--- config.mk ---
export PLATFORM = sky130hd
export DESIGN_NAME = receptor_jogada_serial
export DESIGN_NICKNAME = d
export VERILOG_FILES = /design/src/rtl/receptor_jogada_serial_pkg.sv /design/src/rtl/receptor_jogada_serial_ascii_para_botoes.sv /design/src/rtl/receptor_jogada_serial.sv
export SDC_FILE = /design/constraint.sdc
export NUM_CORES = 1
export LEC_CHECK = 0
export ABC_AREA = 1
export CAP_MARGIN = 20
export CORE_UTILIZATION = 40
export CTS_CLUSTER_SIZE = 20
export DETAILED_ROUTE_END_ITERATION = 10
export PLACE_DENSITY_LB_ADDON = 0.08
export SYNTH_ARGS = -nofsm -noshare
export SYNTH_HDL_FRONTEND = slang
export SYNTH_HIERARCHICAL = 1
export SYNTH_SLANG_ARGS = --single-unit
--- constraint.sdc ---
create_clock -name clock -period 4.7 [get_ports clock]
set_clock_uncertainty 0.05 [all_clocks]
set_input_delay 0.705 -clock clock [delete_from_list [all_inputs] [get_ports clock]]
set_output_delay 0.705 -clock clock [all_outputs]
set_load 0.02 [all_outputs]
--- src/rtl/receptor_jogada_serial_pkg.sv ---
// Shared types and constants for the serial move receiver.
// RX_PARITY_EN enables the even-parity bit between data and stop.
package receptor_jogada_serial_pkg;

  typedef enum logic [3:0] {
    ST_IDLE   = 4'd0,
    ST_START  = 4'd1,
    ST_DATA   = 4'd2,
    ST_PARITY = 4'd3,
    ST_STOP   = 4'd4,
    ST_DECODE = 4'd5
  } estado_t;

  localparam logic [7:0] ASCII_UM   = 8'h31;
  localparam logic [7:0] ASCII_NOVE = 8'h39;

  function automatic logic paridade_par(input logic [7:0] d);
    return ^d;
  endfunction

endpackage

--- src/rtl/receptor_jogada_serial_ascii_para_botoes.sv ---
// Combinational ASCII '1'..'9' to one-hot button word.
// Output format matches the physical board buttons.
module ascii_para_botoes
  import receptor_jogada_serial_pkg::*;
(
  input  logic [7:0] byte_i,
  output logic       valido_o,
  output logic [8:0] botoes_o
);

  always_comb begin
    valido_o = (byte_i >= ASCII_UM) && (byte_i <= ASCII_NOVE);
    botoes_o = '0;
    // Low nibble is 1..9 whenever the byte is in range.
    if (valido_o)
      botoes_o = 9'd1 << (byte_i[3:0] - 4'd1);
  end

endmodule

--- src/rtl/receptor_jogada_serial.sv ---
// UART receiver turning remote ASCII moves into held button words.
// Define RX_PARITY_EN to add an even-parity bit and erro_paridade.
module receptor_jogada_serial
  import receptor_jogada_serial_pkg::*;
#(
  parameter int CLKS_PER_BIT = 434,
  parameter int HOLD_CYCLES  = 8
) (
  input  logic       clock,
  input  logic       reset,
  input  logic       rx,
  output logic [8:0] botoes,
  output logic       jogada_valida,
  output logic       erro_quadro,
  output logic       erro_char,
  output logic       erro_overrun,
`ifdef RX_PARITY_EN
  output logic       erro_paridade,
`endif
  output logic       ocupado,
  output logic [3:0] db_estado
);

  localparam int SW = $clog2(CLKS_PER_BIT);
  localparam int HW = $clog2(HOLD_CYCLES + 1);
  localparam logic [SW-1:0] BIT_FULL = SW'(CLKS_PER_BIT - 1);
  localparam logic [SW-1:0] BIT_HALF = SW'(CLKS_PER_BIT / 2 - 1);
  localparam logic [HW-1:0] HOLD_INI = HW'(HOLD_CYCLES);

  logic [1:0]    sync_q;
  logic          rx_s;
  estado_t       estado_q, estado_d;
  logic [SW-1:0] cnt_q, cnt_d;
  logic [2:0]    bit_q, bit_d;
  logic [7:0]    shift_q, shift_d;
  logic          armado_q, armado_d;
  logic [8:0]    botoes_q, botoes_d;
  logic [HW-1:0] hold_q, hold_d;
  logic          valida_q, valida_d;
  logic          quadro_q, quadro_d;
  logic          char_q, char_d;
  logic          overrun_q, overrun_d;
  logic          par_bad;
  logic          byte_ok;
  logic [8:0]    byte_oh;

`ifdef RX_PARITY_EN
  logic          par_err_q, par_err_d;
  logic          paridade_q, paridade_d;
  assign par_bad = par_err_q;
`else
  assign par_bad = 1'b0;
`endif

  assign rx_s = sync_q[1];

  ascii_para_botoes u_dec (
    .byte_i   (shift_q),
    .valido_o (byte_ok),
    .botoes_o (byte_oh)
  );

  always_ff @(posedge clock or negedge reset) begin
    if (!reset) begin
      sync_q    <= 2'b11;
      estado_q  <= ST_IDLE;
      cnt_q     <= '0;
      bit_q     <= '0;
      shift_q   <= '0;
      armado_q  <= 1'b1;
      botoes_q  <= '0;
      hold_q    <= '0;
      valida_q  <= 1'b0;
      quadro_q  <= 1'b0;
      char_q    <= 1'b0;
      overrun_q <= 1'b0;
`ifdef RX_PARITY_EN
      par_err_q  <= 1'b0;
      paridade_q <= 1'b0;
`endif
    end else begin
      sync_q    <= {sync_q[0], rx};
      estado_q  <= estado_d;
      cnt_q     <= cnt_d;
      bit_q     <= bit_d;
      shift_q   <= shift_d;
      armado_q  <= armado_d;
      botoes_q  <= botoes_d;
      hold_q    <= hold_d;
      valida_q  <= valida_d;
      quadro_q  <= quadro_d;
      char_q    <= char_d;
      overrun_q <= overrun_d;
`ifdef RX_PARITY_EN
      par_err_q  <= par_err_d;
      paridade_q <= paridade_d;
`endif
    end
  end

  always_comb begin
    estado_d  = estado_q;
    cnt_d     = cnt_q;
    bit_d     = bit_q;
    shift_d   = shift_q;
    armado_d  = armado_q;
    botoes_d  = botoes_q;
    hold_d    = hold_q;
    valida_d  = 1'b0;
    quadro_d  = 1'b0;
    char_d    = 1'b0;
    overrun_d = 1'b0;
`ifdef RX_PARITY_EN
    par_err_d  = par_err_q;
    paridade_d = 1'b0;
`endif

    // Hold engine: independent of reception.
    if (hold_q != '0) begin
      hold_d = hold_q - HW'(1);
      if (hold_q == HW'(1))
        botoes_d = '0;
    end

    unique case (estado_q)
      ST_IDLE: begin
        // A break must see the line idle again before re-arming.
        if (rx_s) begin
          armado_d = 1'b1;
        end else if (armado_q) begin
          estado_d = ST_START;
          cnt_d    = BIT_HALF;
        end
      end
      ST_START: begin
        if (cnt_q != '0) begin
          cnt_d = cnt_q - SW'(1);
        end else if (rx_s) begin
          estado_d = ST_IDLE;
        end else begin
          estado_d = ST_DATA;
          cnt_d    = BIT_FULL;
          bit_d    = 3'd0;
        end
      end
      ST_DATA: begin
        if (cnt_q != '0) begin
          cnt_d = cnt_q - SW'(1);
        end else begin
          shift_d = {rx_s, shift_q[7:1]};
          bit_d   = bit_q + 3'd1;
          cnt_d   = BIT_FULL;
          if (bit_q == 3'd7)
`ifdef RX_PARITY_EN
            estado_d = ST_PARITY;
`else
            estado_d = ST_STOP;
`endif
        end
      end
      ST_PARITY: begin
`ifdef RX_PARITY_EN
        if (cnt_q != '0) begin
          cnt_d = cnt_q - SW'(1);
        end else begin
          par_err_d = rx_s ^ paridade_par(shift_q);
          cnt_d     = BIT_FULL;
          estado_d  = ST_STOP;
        end
`else
        estado_d = ST_IDLE;
`endif
      end
      ST_STOP: begin
        if (cnt_q != '0) begin
          cnt_d = cnt_q - SW'(1);
        end else if (!rx_s) begin
          quadro_d = 1'b1;
          armado_d = 1'b0;
          estado_d = ST_IDLE;
        end else begin
          estado_d = ST_DECODE;
        end
      end
      ST_DECODE: begin
        estado_d = ST_IDLE;
        if (par_bad) begin
`ifdef RX_PARITY_EN
          paridade_d = 1'b1;
`endif
        end else if (byte_ok) begin
          if (hold_q != '0) begin
            overrun_d = 1'b1;
          end else begin
            botoes_d = byte_oh;
            hold_d   = HOLD_INI;
            valida_d = 1'b1;
          end
        end else begin
          char_d = 1'b1;
        end
      end
      default: estado_d = ST_IDLE;
    endcase
  end

  assign botoes        = botoes_q;
  assign jogada_valida = valida_q;
  assign erro_quadro   = quadro_q;
  assign erro_char     = char_q;
  assign erro_overrun  = overrun_q;
`ifdef RX_PARITY_EN
  assign erro_paridade = paridade_q;
`endif
  assign ocupado       = (estado_q != ST_IDLE);
  assign db_estado     = estado_q;

endmodule

### After elaboration in Yosys (flattened, before gate mapping)

Cells that the tools add are included.

* bits in writable memories: 0
* latch bits: 0
* bits of input ports: 3
* bits in registers: 44
* memories: 0
* logic and storage cells: 94
* memory bits (read-only): 0

* shift operators: 1
* mux-type cells: 44
* $mul: 0
* equality and inequality tests: 17
* divide/modulo/power cells: 0
* $add $sub $neg: 4
* order comparisons: 2
* reduce and logical (&&, ||, !) cells: 13
* bitwise operators: 1

Operators with widths (number)
* 9-bit 2-to-1 mux: 11
* 4-bit 2-to-1 mux: 10
* 9-bit case mux with 4 select lines: 1
* 2-bit != test (second input constant): 10
* 4-bit case mux with 4 select lines: 1
* 1-bit 2-to-1 mux: 14
* 3-bit 2-to-1 mux: 4
* 4-bit nonzero test: 3
* 9-bit nonzero test: 1
* 1-bit by 4-bit << shifter with 9-bit output (first input constant): 1
* 9-bit by 1-bit subtractor with 9-bit output (second input constant): 1
* 4-bit by 1-bit == test with 1-bit output (second input constant): 2
* 4-bit by 3-bit == test with 1-bit output (second input constant): 2
* 8-bit by 6-bit >= comparator with 1-bit output (second input constant): 1
* 8-bit by 6-bit less-or-equal comparator with 1-bit output (second input constant): 1
* 4-bit AND reduction: 2
* 4-bit by 1-bit subtractor with 4-bit output (second input constant): 2
* 3-bit case mux with 2 select lines: 1
* 6-bit AND reduction: 1
* 5-bit AND reduction: 1
* 4-bit by 2-bit == test with 1-bit output (second input constant): 1
* 4-bit zero test: 1
* 2-bit nonzero test: 2
* 3-bit by 1-bit adder with 3-bit output (second input constant): 1
* 7 further kinds: 7

### Depth between registers and ports, before layout

Gate-level depths: netlist (run 1).

* depth in word-level cells: 6
* depth in mapped cells: 12

### By module

Netlist (run 1), hierarchy kept.

Modules (own cells, without submodules)
* receptor_jogada_serial: times used 1, sequential area each 1079.8 um2, area an instance 2194.6 um2, cells each 245
* ascii_para_botoes: times used 1, sequential area each 0.0 um2, area an instance 175.2 um2, cells each 35

### Least setup slack after synthesis (run 1)

No wires, ideal clock.

* path kind: reg-to-reg
* from: register cnt_q[0]
* to: register shift_q[5]
* cell stages (with the launch flop): 11
* path slack: 3.080 ns
* setup time: 0.118 ns
* arrival time: 1.452 ns
* cell sequence: dfrtp_1 -> inv_1 -> ha_1 -> nand2_2 -> nor2_4 -> nand2_4 -> clkinv_8 -> nand2_4 -> buf_6 -> nand2_1 -> o21ai_2

* longest elaborated chain between the ends: 3

Ends and longest elaborated chain
* start: declaration: RTL line receptor_jogada_serial.sv:33 `logic [SW-1:0] cnt_q, cnt_d;`
* start signal: assignment: RTL line receptor_jogada_serial.sv:84 `cnt_q <= cnt_d;`
* 9-bit nonzero test: RTL line receptor_jogada_serial.sv:147 `if (cnt_q != '0) begin`
* 1-bit NOT (no source line)
* 2-bit AND reduction (no source line)
* end signal: assignment: RTL line receptor_jogada_serial.sv:86 `shift_q <= shift_d;`
* end: declaration: RTL line receptor_jogada_serial.sv:35 `logic [7:0] shift_q, shift_d;`

Every way passes these cells.
A chain may end at the register's enable or synchronous reset.

### Worst setup path in the final report (run 1)

* from: register estado_q[0] (netlist: db_estado[0])
* to: output port ocupado

* longest elaborated chain between the ends: 1

Ends and longest elaborated chain
* start: declaration: RTL line receptor_jogada_serial.sv:32 `estado_t estado_q, estado_d;`
* start signal: assignment: RTL line receptor_jogada_serial.sv:83 `estado_q <= estado_d;`
* 4-bit nonzero test: RTL line receptor_jogada_serial.sv:215 `assign ocupado = (estado_q != ST_IDLE);`
* end: declaration: RTL line receptor_jogada_serial.sv:20 `output logic ocupado,`

Every way passes these cells.

==> results of run 1 <==
## area by class of cell
type / count / area, um^2 / share of cell area, %
Sequential cell: 43 / 1080 / 39.7
Multi-Input combinational cell: 191 / 1070 / 39.5
Timing Repair Buffer: 20 / 205 / 7.55
Inverter: 40 / 163 / 5.98
Tap cell: 72 / 90.1 / 3.31
Clock buffer: 7 / 76.3 / 2.81
Clock inverter: 1 / 30.0 / 1.10
## report_power, final
group | internal (mW) | switching, mW | total, mW
Sequential | 0.425 | 0.0562 | 0.481
Clock | 0.159 | 0.121 | 0.280
Combinational | 0.188 | 0.340 | 0.528
## flip-flops by register name, indices dropped and copies added (netlist names), 2 cells and up
signal     count
bit_q          3
botoes         9
cnt_q          9
db_estado      3
hold_q         4
shift_q        8
sync_q         2
## per-layer routing
metal  vias up  GRT usage (%)  part of all wire [%]
met4         0           4.36                  0.56
met5         -              0                     0
met2        26           24.7                    45
met1       805           21.4                    51
li1        926              -                     -
met3         2           3.45                   3.0
## worst min-delay path by stage
stage                   start          to  slack (ps)
global route            reset  shift_q[4]         290
global placement    sync_q[0]   sync_q[1]         300
detailed placement  sync_q[0]   sync_q[1]         300
finish                  reset  shift_q[4]         280
floorplan           sync_q[0]   sync_q[1]         300
CTS                 sync_q[0]   sync_q[1]         310
## critical path, stage by stage, from the launching register on
cell and delay, ps:
sky130_fd_sc_hd__dfrtp_1 430, sky130_fd_sc_hd__nor2_2 200, sky130_fd_sc_hd__nand2_1 90, sky130_fd_sc_hd__clkdlybuf4s50_1 540
## cell usage after synthesis, types with 4 or more instances
cell type	count
sky130_fd_sc_hd__nand3_2	4
sky130_fd_sc_hd__ha_1	7
sky130_fd_sc_hd__nand2_1	64
sky130_fd_sc_hd__nand4_1	5
sky130_fd_sc_hd__o21ai_0	9
sky130_fd_sc_hd__o31ai_1	9
sky130_fd_sc_hd__nor2_1	33
sky130_fd_sc_hd__inv_1	36
sky130_fd_sc_hd__nand2_4	4
sky130_fd_sc_hd__nand3_1	12
sky130_fd_sc_hd__nand2_2	8
sky130_fd_sc_hd__dfrtp_1	40
sky130_fd_sc_hd__o21ai_2	10
sky130_fd_sc_hd__nor2_2	5
## kinds of logic (layout without fill, tap and decap cells)
kind of cell,Yosys count,in the layout,synth area share [%]
fa+ha+maj,7,7,3.70
simple gates,141,141,28.7
compound gates,38,38,11.3
other cells,1,1,0.158
buf+inv,46,68,9.08
flops,43,43,45.6
xor+xnor,4,4,1.48
==> flow_summary.yaml, run 1 <==
final_layout:
  drive_gt1_share_pct: 17.2
  layout.cells.non_filler: 374
  net_count_of_the_finished_layout: 311
  most-common-layout-cells: "sky130_fd_sc_hd__nand2_1 (64), sky130_fd_sc_hd__dfrtp_1 (40), sky130_fd_sc_hd__inv_1 (36)"
  postLayoutCellArea_um2: 2720
  final_util_pct: 48.5
  layout.cells.most_common: "sky130_fd_sc_hd__nand2_1"
  area_growth_syn_to_layout_pct: 14.7
  diodes: 0
  final.fill_count: 551
sta:
  final-max-slew-violation-count: 0
  slew-limit-headroom_pct: 62.2
  grt_setup_unrepaired: "no"
  fin_tns_setup_ps: 0
  timing_worst_slew_pin_value_ps: 567
  final_period_minus_worst_setup_slack_ps: 2310
  highest_clock_rate_mhz: 433
  setup_viol_count_final: 0
  portion_of_the_clock_cycle_consumed_by_the_worst_path_in_the_final_layout_pct: 49.2
  setup_ws_final_ps: 2390
  hold_viol_final: 0
  whs_ps: 282
detailed_routing:
  post-route-drc-count: 0
  dr.pass1.iters: 4
  avgViaCountPerCell: 4.70
  wire_per_inst_um: 11.5
  drt_iter0_drc: 71
  routed_wl_um: 4300
  ant_nets: 0
  dr_total_vias: 1759
run_status:
  run_status: "finished, final reports clean"
global_route:
  grt_overflow: 0
  grt_start_max_net_pins: 44
  first_global_vias: 1668
  overall_global_routing_resource_usage_pct: 15.6
  grt_first_pass_wirelength_um: 7630
  antenna_found_initial: 0
logic_synthesis:
  number_of_synthesized_flops_with_an_enable_pin: 0
  synthesis.nets: 290
  synth.distinct_cells: 37
  postSynth.topFlopCell: "sky130_fd_sc_hd__dfrtp_1"
  most_area_hungry_cell_type_in_the_yosys_netlist: "sky130_fd_sc_hd__dfrtp_1"
  postSynthRegisterBits: 43
  yosys_warnings: 6
  synthCells: 280
  synth_async_sr_flop_share_pct: 100
  syn_avg_cell_area_um2: 8.46
  seq_area_frac_synth_pct: 45.6
  yosys.area.top_type_share_pct: 42.2
  synthesis.area_um2: 2370
  synth.area.top_cells: "sky130_fd_sc_hd__dfrtp_1 (42%), sky130_fd_sc_hd__nand2_1 (10%), sky130_fd_sc_hd__inv_1 (5.7%), sky130_fd_sc_hd__nor2_1 (5.2%), sky130_fd_sc_hd__ha_1 (3.7%)"
power:
  reported_leakage_power_nw: 1.30
  totalPowerFinal_mw: 1.29
  ir_worst_vdd_mv: 0.236
  cell_area_power_density_nw_per_um2: 474
setup_path:
  r2r.worst_path.cells: 11
  regToRegEndpoint: "botoes[4]"
  worst_ep_arrival_time_ps: 1560
  worstSetupStartpoint: "db_estado[0]"
  crit_path_max_fanout: 5
  cp-endpoint: "ocupado"
  worstReg2RegStart: "shift_q[7]"
  endpoint_kind: "output port"
  data_required_time_at_the_worst_endpoint_ps: 3940
  timing.reg2reg.setup_slack_ps: 2660
  critical_path_class: "flip-flop to output port"
  critPathLaunchType: "flip-flop"
placed_design:
  place_inst: 365
  place_hpwl_um: 3040
  io_buffers: 19
  dpl_cell_area_um2: 2590
  dp_slack_ps: 2660
  globalplace.congestion: 0.799
hold_path:
  hold_path.class: "input pin to asynchronous set/reset pin"
clock_tree:
  postCtsSetupBuffers: 0
  clockRootBuffer: "sky130_fd_sc_hd__clkbuf_8"
  cts_resized: 0
  cts_hold_buf: 0
  htree_levels: 2
  cts.reportedPaths.clkPinSlew_ps: 80
  cts.sink_count: 43
  tritoncts: "yes"
  clock_path_buffers: 2
  cts-buffers-inserted: 5
  clk_latency_ps: 290
floorplan:
  core_area_um2: 5610
  overall_die_height_um: 79.0
  initial_standard_cell_utilization_of_the_core_pct: 42.3
  dieWidth_um: 79.0
  placement_row_count: 27
  number_of_top_level_design_ports: 21
  floorplan.die_area_um2: 6240
flow_run:
  timing.max_cap.violations: 0
(Power assumes the default switching activity.)
==> run 2, diff against run 1 <==
==> constraint.sdc (replaced) <==
create_clock -name clock -period 2.2 [get_ports clock]
set_clock_uncertainty 0.05 [all_clocks]
set_input_delay 0.33 -clock clock [delete_from_list [all_inputs] [get_ports clock]]
set_output_delay 0.33 -clock clock [all_outputs]
set_load 0.02 [all_outputs]
==> flow_summary.yaml, run 2 (synthesis results as in run 1) <==
setup_path:
  data_required_time_at_the_worst_endpoint_ps: 1820
  endpoint_kind: "output port"
  crit_path_max_fanout: 5
  cpMaxStageDelayCell: "sky130_fd_sc_hd__clkdlybuf4s50_1"
  critical_path_class: "flip-flop to output port"
  r2r.worst_path.cells: 12
  critPathLaunchType: "flip-flop"
  crit_cells: 3
  critPathTopFamily: "buffers and inverters"
  worst-path-buf-inv: 1
  critPathMaxStageDelay_ps: 540
  worst_ep_arrival_time_ps: 1600
  crit_chain: "nor2_2 -> nand2_1 -> clkdlybuf4s50_1"
power:
  cell_area_power_density_nw_per_um2: 1020
  totalPowerFinal_mw: 2.79
  ir_worst_vdd_mv: 0.423
  clock_power_share_pct: 22.3
  reported_leakage_power_nw: 1.31
  power_switching_share_pct: 41.0
  pwr-share-comb_pct: 40.8
  p_seq_share_pct: 36.9
  cellInternalPower_mw: 1.65
  total_switching_power_mw: 1.14
final_layout:
  final.fill_count: 585
  net_count_of_the_finished_layout: 313
  area_growth_syn_to_layout_pct: 15.7
  multi_input_area_um2: 1070
  layout.cells.most_common: "sky130_fd_sc_hd__nand2_1"
  diodes: 0
  ff_latch_area_um2: 1080
  drive_gt1_share_pct: 18.1
  most-common-layout-cells: "sky130_fd_sc_hd__nand2_1 (64), sky130_fd_sc_hd__dfrtp_1 (40), sky130_fd_sc_hd__inv_1 (36)"
clock_tree:
  cts.reportedPaths.clkPinSlew_ps: 80
  postCtsSetupBuffers: 0
  cts_resized: 0
  cts-buffers-inserted: 5
  clk_latency_ps: 300
  cts.sink_count: 43
  clock_path_buffers: 2
  htree_levels: 2
  clockRootBuffer: "sky130_fd_sc_hd__clkbuf_8"
  cts_hold_buf: 1
  tritoncts: "yes"
hold_path:
  worstHoldPathCells: 0
  hold_path.class: "flip-flop to flip-flop"
global_route:
  grt_first_pass_wirelength_um: 7650
  antenna_found_initial: 0
  grt_start_max_net_pins: 44
  first_global_vias: 1695
  grt_overflow: 0
  overall_global_routing_resource_usage_pct: 15.9
sta:
  fin_tns_setup_ps: 0
  final-max-slew-violation-count: 0
  final_period_minus_worst_setup_slack_ps: 1980
  setup_viol_count_final: 0
  hold_viol_final: 0
  grt_setup_unrepaired: "no"
  portion_of_the_clock_cycle_consumed_by_the_worst_path_in_the_final_layout_pct: 89.8
  highest_clock_rate_mhz: 506
floorplan:
  placement_row_count: 27
  core_area_um2: 5610
  floorplan.die_area_um2: 6240
  overall_die_height_um: 79.0
  dieWidth_um: 79.0
  initial_standard_cell_utilization_of_the_core_pct: 42.3
  number_of_top_level_design_ports: 21
placed_design:
  place_hpwl_um: 3040
  io_buffers: 19
  globalplace.congestion: 0.785
detailed_routing:
  post-route-drc-count: 0
  drt_iter0_drc: 58
  avgViaCountPerCell: 4.69
  routed_wl_um: 4240
  dr.pass1.iters: 4
  dr_total_vias: 1762
  wire_per_inst_um: 11.3
  ant_nets: 0
flow_run:
  timing.max_cap.violations: 0
run_status:
  run_status: "finished, final reports clean"
-- run 2: cell count changes in the layout (fill, tap and decap cells not counted) --
cell,before,now
sky130_fd_sc_hd__buf_4,0,1
sky130_fd_sc_hd__clkbuf_1,2,0
sky130_fd_sc_hd__clkinv_2,0,1
sky130_fd_sc_hd__clkinv_4,0,1
sky130_fd_sc_hd__dlygate4sd3_1,0,1
-- run 2: layer usage --
layer,track usage [%],vias to the layer above,wire [um]
met5,0,-,0
met2,23.7,15,1770
li1,-,930,-
met1,21.8,809,2290
met4,7.45,0,79
met3,3.45,8,106
-- run 2: worst paths after layout --
check	slack, ps	end	startpoint
worst min register to register	310	sync_q[1]	sync_q[0]
worst max-delay path	220	ocupado	db_estado[0]
min in group asynchronous	480	cnt_q[7]	reset
worst max register to register	350	botoes[0]	shift_q[7]
max in group asynchronous	1350	armado_q	reset
worst min-delay path	310	sync_q[1]	sync_q[0]
-- run 2: power groups by stage --
stage | Clock (mW) | Combinational, mW | Sequential, mW
global placement | 0 | 1.14 | 1.05
finish | 0.624 | 1.14 | 1.03
global route | 0.673 | 1.31 | 1.05
floorplan | 0 | 0.912 | 1.06
CTS | 0.646 | 1.15 | 1.03
detailed placement | 0 | 1.15 | 1.05
-- run 2: cell type report --
type	count	share of cell area [%]
Timing Repair Buffer	22	8.12
Sequential cell	43	39.4
Clock inverter	3	1.60
Multi-Input combinational cell	191	39.2
Tap cell	72	3.28
Inverter	40	5.93
Clock buffer	5	2.51
-- run 2: per-stage QoR --
stage | setup WS (ps) | hold WS, ps | cells | cell area, um^2 | utilization (%)
floorplan | 580 | -15.6 | 280 | 2370 | -
global placement | 354 | 277 | 367 | 2620 | 46.7
detailed placement | 345 | 278 | 367 | 2620 | 46.7
CTS | 211 | 310 | 376 | 2740 | 48.9
global route | 93.9 | 313 | 376 | 2740 | 48.9
finish | 225 | 309 | 376 | 2740 | 48.9
==> patch 1, RTL diff (settings of run 2) <==
Set the parameter `HOLD_CYCLES` to 4 (it was 8).
--- a/src/rtl/receptor_jogada_serial.sv
+++ b/src/rtl/receptor_jogada_serial.sv
@@ -4,7 +4,7 @@
   import receptor_jogada_serial_pkg::*;
 #(
   parameter int CLKS_PER_BIT = 434,
-  parameter int HOLD_CYCLES  = 8
+  parameter int HOLD_CYCLES  = 4
 ) (
   input  logic       clock,
   input  logic       reset,
Function: same outputs for any inputs over 10 cycles, from zero or initial values and one cycle with reset low; that may be too few to reach the edited logic, so the function may still have changed.
==> patch 1 against run 2 <==
Setup slack lost 0.019 ns; highest routed layer unchanged; worst hold slack lost 0.27 ns; sequential cell count down 1; register-to-register slack improved by 0.02 ns; die area fell by 5.1%; utilization increased by 1.1 points; power decreased by 1.8%; design area shrank 4.0%; area after synthesis is 5.2% lower; wire length up 1.6%.
==> patch 1: results (changes against run 2) <==
{
  "yosysTopAreaCellShare": {"value": 43.4, "unit": "%", "change": "+1.2 points"},
  "hold_path.class": "input pin to async pin",
  "critPathMaxStageDelay": {"value": 0.56, "unit": "ns", "change": "+0.02 ns"},
  "grt_pass1_vias": {"value": 1673, "change": "-1.3%"},
  "max-clock-path-buffers": {"value": 2, "change": "unchanged"},
  "reg2reg_from": "cnt_q[0]",
  "layout-drive-gt1-share": {"value": 10.6, "unit": "%", "change": "-7.4 points"},
  "regToRegSetupSlack": {"value": 0.37, "unit": "ns", "change": "+0.02 ns"},
  "vdd.ir_drop.worst": {"value": 0.459, "unit": "mV", "change": "+8.3%"},
  "fillerInstances": {"value": 535, "change": "-8.5%"},
  "place.port_buffers": {"value": 19, "change": "unchanged"},
  "yosys-top-cells-count": "83 x nand2_1, 39 x dfrtp_1, 36 x inv_1",
  "critPathMaxFanout": {"value": 7, "change": "+2"},
  "grt_max_degree": {"value": 43, "change": "-2.3%"},
  "synthDistinctLibCells": {"value": 31, "change": "-16%"},
  "run_status": "finished clean",
  "p_leak": {"value": 1.24, "unit": "nW", "change": "-5.7%"},
  "synth_area_leaders": "dfrtp_1 43%, nand2_1 14%, inv_1 6.0%",
  "finalNetCount": {"value": 319, "change": "+1.9%"},
  "place.detailed.hpwl": {"value": 3160, "unit": "um", "change": "+4.0%"},
  "startpoint": "db_estado[1]",
  "detail_route.iter0.violations": {"value": 105, "change": "+81%"},
  "synth_seq_area_share": {"value": 46.9, "unit": "%", "change": "+1.4 points"},
  "wire_length_of_the_first_global_routing_pass": {"value": 7710, "unit": "um", "change": "+0.81%"},
  "cts-htree-levels": {"value": 2, "change": "unchanged"},
  "worstRegToRegCells": {"value": 8, "change": "-4"},
  "detailed_place.area": {"value": 2520, "unit": "um2", "change": "-3.9%"},
  "crit_path_end": "ocupado",
  "num_vias": {"value": 1840, "change": "+4.4%"},
  "worst_r2r_endpoint": "cnt_q[2]",
  "gr-usage-all-layers": {"value": 16.6, "unit": "%", "change": "+0.77 points"},
  "finalWirelength": {"value": 4310, "unit": "um", "change": "+1.6%"},
  "mappedNetlistNets": {"value": 294, "change": "+1.4%"},
  "gp_routability_congestion": {"value": 0.856, "change": "+9.0%"}
}
-- patch 1: cell families after synthesis --
kind of cell    synth area share, %
fa+ha+maj                      4.34
xor+xnor                      0.390
buf+inv                        6.96
flops                          46.9
other cells                   0.167
simple gates                   30.4
compound gates                 10.8
-- patch 1: worst min-delay path by stage --
stage | endpoint | slack [ns]
2_1_floorplan | bit_q[0] | -0.02
3_3_place_gp | sync_q[1] | 0.30
3_5_place_dp | sync_q[1] | 0.30
4_1_cts | erro_overrun | 0.07
5_1_grt | erro_overrun | 0.09
6_report | erro_overrun | 0.04
-- patch 1: final cells by class --
type / count / share of cell area (%)
well taps: 70 / 3.33
inverters: 37 / 5.27
flip-flops and latches: 42 / 40.0
repair buffers: 21 / 7.60
clock buffers: 7 / 3.28
clock inverters: 1 / 1.14
multi-input cells: 202 / 39.3
-- patch 1: layer usage --
layer	routed length [um]	GRT usage, %
met5	0	0
met4	57	5.58
met3	148	3.57
met2	1970	26.4
met1	2130	22.4
-- patch 1: report_power, final --
part	total, mW	switching (mW)	leakage, nW	internal (mW)
logic	1.10	0.718	0.623	0.382
clock network	0.626	0.256	0.0585	0.370
registers	1.02	0.128	0.556	0.889
total	2.74	1.10	1.24	1.64
-- patch 1: through the flow --
step                      std cells  util, %  power (mW)  worst slack (ns)
final                           380     50.0        2.74             0.206
after floorplan                 284        -        1.82             0.624
after CTS                       380     50.0        2.78             0.190
after global placement          372     47.8        2.14             0.365
after global routing            380     50.0        3.00            0.0401
after detailed placement        372     47.8        2.14             0.375
==> patch 2, RTL diff (config.mk and constraints of run 2) <==
Without the edit above. Reset style: synchronous (`reset`), changed in one clocked block.
--- a/src/rtl/receptor_jogada_serial.sv
+++ b/src/rtl/receptor_jogada_serial.sv
@@ -60,7 +60,7 @@
     .botoes_o (byte_oh)
   );
 
-  always_ff @(posedge clock or negedge reset) begin
+  always_ff @(posedge clock) begin
     if (!reset) begin
       sync_q    <= 2'b11;
       estado_q  <= ST_IDLE;
Behaviour: differs if reset is asserted again (counterexample within 4 cycles, from zero or initial values and one cycle with reset low); with reset held inactive, the same outputs for 10 cycles.
==> patch 2 against run 2 <==
Power is 30% higher; utilization decreased by 0.80 points; design area is 4.0% lower; highest routed layer unchanged; largest cell class is now multi-input gates; cell count rose by 14%; setup slack got worse by 0.083 ns; area after synthesis down 4.3%; maximum frequency down 4.0%; critical path type unchanged; register-to-register slack better by 0.07 ns; sequential power up 9%; sequential cell count is the same; combinational power is 73% higher; wire length grew 6.3%.
==> patch 2: results (changes against run 2) <==
{
  "critPathMaxFanout": {"value": 9, "change": "+4"},
  "cp.arrival": {"value": 1.68, "unit": "ns", "change": "+0.08 ns"},
  "hold_depth": {"value": 1, "change": "+1"},
  "reg2reg_from": "shift_q[4]",
  "clkTransAtPathRegs": {"value": 0.08, "unit": "ns", "change": "about the same"},
  "postSynth.asyncResetShare": {"value": 0, "unit": "%", "change": "-100 points"},
  "synthDistinctLibCells": {"value": 31, "change": "-16%"},
  "finalNetCount": {"value": 366, "change": "+17%"},
  "wire_per_inst": {"value": 10.5, "unit": "um", "change": "-6.6%"},
  "fillerInstances": {"value": 574, "change": "-1.9%"},
  "detail_route.iter0.violations": {"value": 61, "change": "+5.2%"},
  "drt_first_pass_iters": {"value": 4, "change": "unchanged"},
  "gp_routability_congestion": {"value": 0.743, "change": "-5.4%"},
  "worst_r2r_endpoint": "botoes[5]",
  "max-clock-path-buffers": {"value": 2, "change": "unchanged"},
  "grt_max_degree": {"value": 21, "change": "-52%"},
  "hp-start": "sync_q[0]",
  "worstRegToRegCells": {"value": 7, "change": "-5"},
  "mappedNetlistNets": {"value": 344, "change": "+19%"},
  "grt_pass1_vias": {"value": 1974, "change": "+16%"},
  "synth_flop_cell": "dfxtp_1",
  "synth_area_leaders": "dfxtp_1 38%, nor2_1 12%, nand2_1 11%",
  "route.detailed.vias_per_inst": {"value": 4.59, "change": "-2.1%"},
  "gr-usage-all-layers": {"value": 17.6, "unit": "%", "change": "+1.7 points"},
  "startpoint": "db_estado[1]",
  "synth_seq_area_share": {"value": 37.9, "unit": "%", "change": "-7.6 points"},
  "hold_path_end": "sync_q[1]",
  "layout-drive-gt1-share": {"value": 11.0, "unit": "%", "change": "-7.1 points"},
  "wire_length_of_the_first_global_routing_pass": {"value": 8570, "unit": "um", "change": "+12%"},
  "yosys-top-cells-count": "70 x nor2_1, 65 x nand2_1, 43 x dfxtp_1",
  "p_leak": {"value": 1.19, "unit": "nW", "change": "-9.7%"},
  "vdd.ir_drop.worst": {"value": 0.887, "unit": "mV", "change": "+110%"},
  "hold_path.class": "flip-flop to flip-flop",
  "crit_path_end": "ocupado",
  "place.detailed.hpwl": {"value": 3430, "unit": "um", "change": "+13%"},
  "run_status": "finished clean",
  "regToRegSetupSlack": {"value": 0.42, "unit": "ns", "change": "+0.07 ns"},
  "ys_warn_count": {"value": 6, "change": "unchanged"}
}
-- patch 2: where the power goes --
group	internal (mW)	leakage, nW	total (mW)	switching (mW)
clock network	0.286	0.0505	0.555	0.269
registers	0.942	0.350	1.12	0.175
logic	0.682	0.785	1.97	1.28
-- patch 2: routing by layer --
metal / GRT usage, % / routed length, um / vias to the layer above
met5: 0 / 0 / -
met4: 5.28 / 51 / 0
met3: 4.05 / 141 / 5
met2: 31.0 / 2100 / 24
met1: 20.9 / 2210 / 846
li1: - / - / 1088
-- patch 2: cells by family (layout without fill, tap and decap cells) --
group / after synthesis / count (layout) / share of synthesized area [%]
and+or+nand+nor: 183 / 183 / 37.0
buffers and inverters: 52 / 75 / 9.16
AOI/OAI and AO/OA: 44 / 44 / 10.6
DFF: 43 / 43 / 37.9
adders and majority gates: 8 / 8 / 4.41
xor gates and xnor gates: 2 / 2 / 0.772
other: 1 / 1 / 0.165
-- patch 2: final cells by class --
type / instances / area (um2) / area share, %
clock inverters: 1 / 7.51 / 0.285
multi-input cells: 238 / 1200 / 45.6
clock buffers: 7 / 96.3 / 3.66
well taps: 72 / 90.1 / 3.42
inverters: 46 / 173 / 6.56
flip-flops and latches: 43 / 861 / 32.7
repair buffers: 21 / 205 / 7.79
-- patch 2: critical path, stage by stage (launching register included) --
cell	delay, ns
dfxtp_1	0.54
nor2_4	0.10
nand2_1	0.13
clkdlybuf4s50_1	0.61
-- patch 2: through the flow --
stage               std cells  setup slack, ns  util (%)  cell area (um2)  hold WS, ns
floorplan                 333            0.647         -             2270        0.343
finish                    428            0.142      48.1             2630        0.381
global placement          420            0.429      46.2             2530        0.353
CTS                       428            0.119      48.1             2630        0.385
global route              428           0.0609      48.1             2630        0.410
detailed placement        420            0.378      46.2             2530        0.359
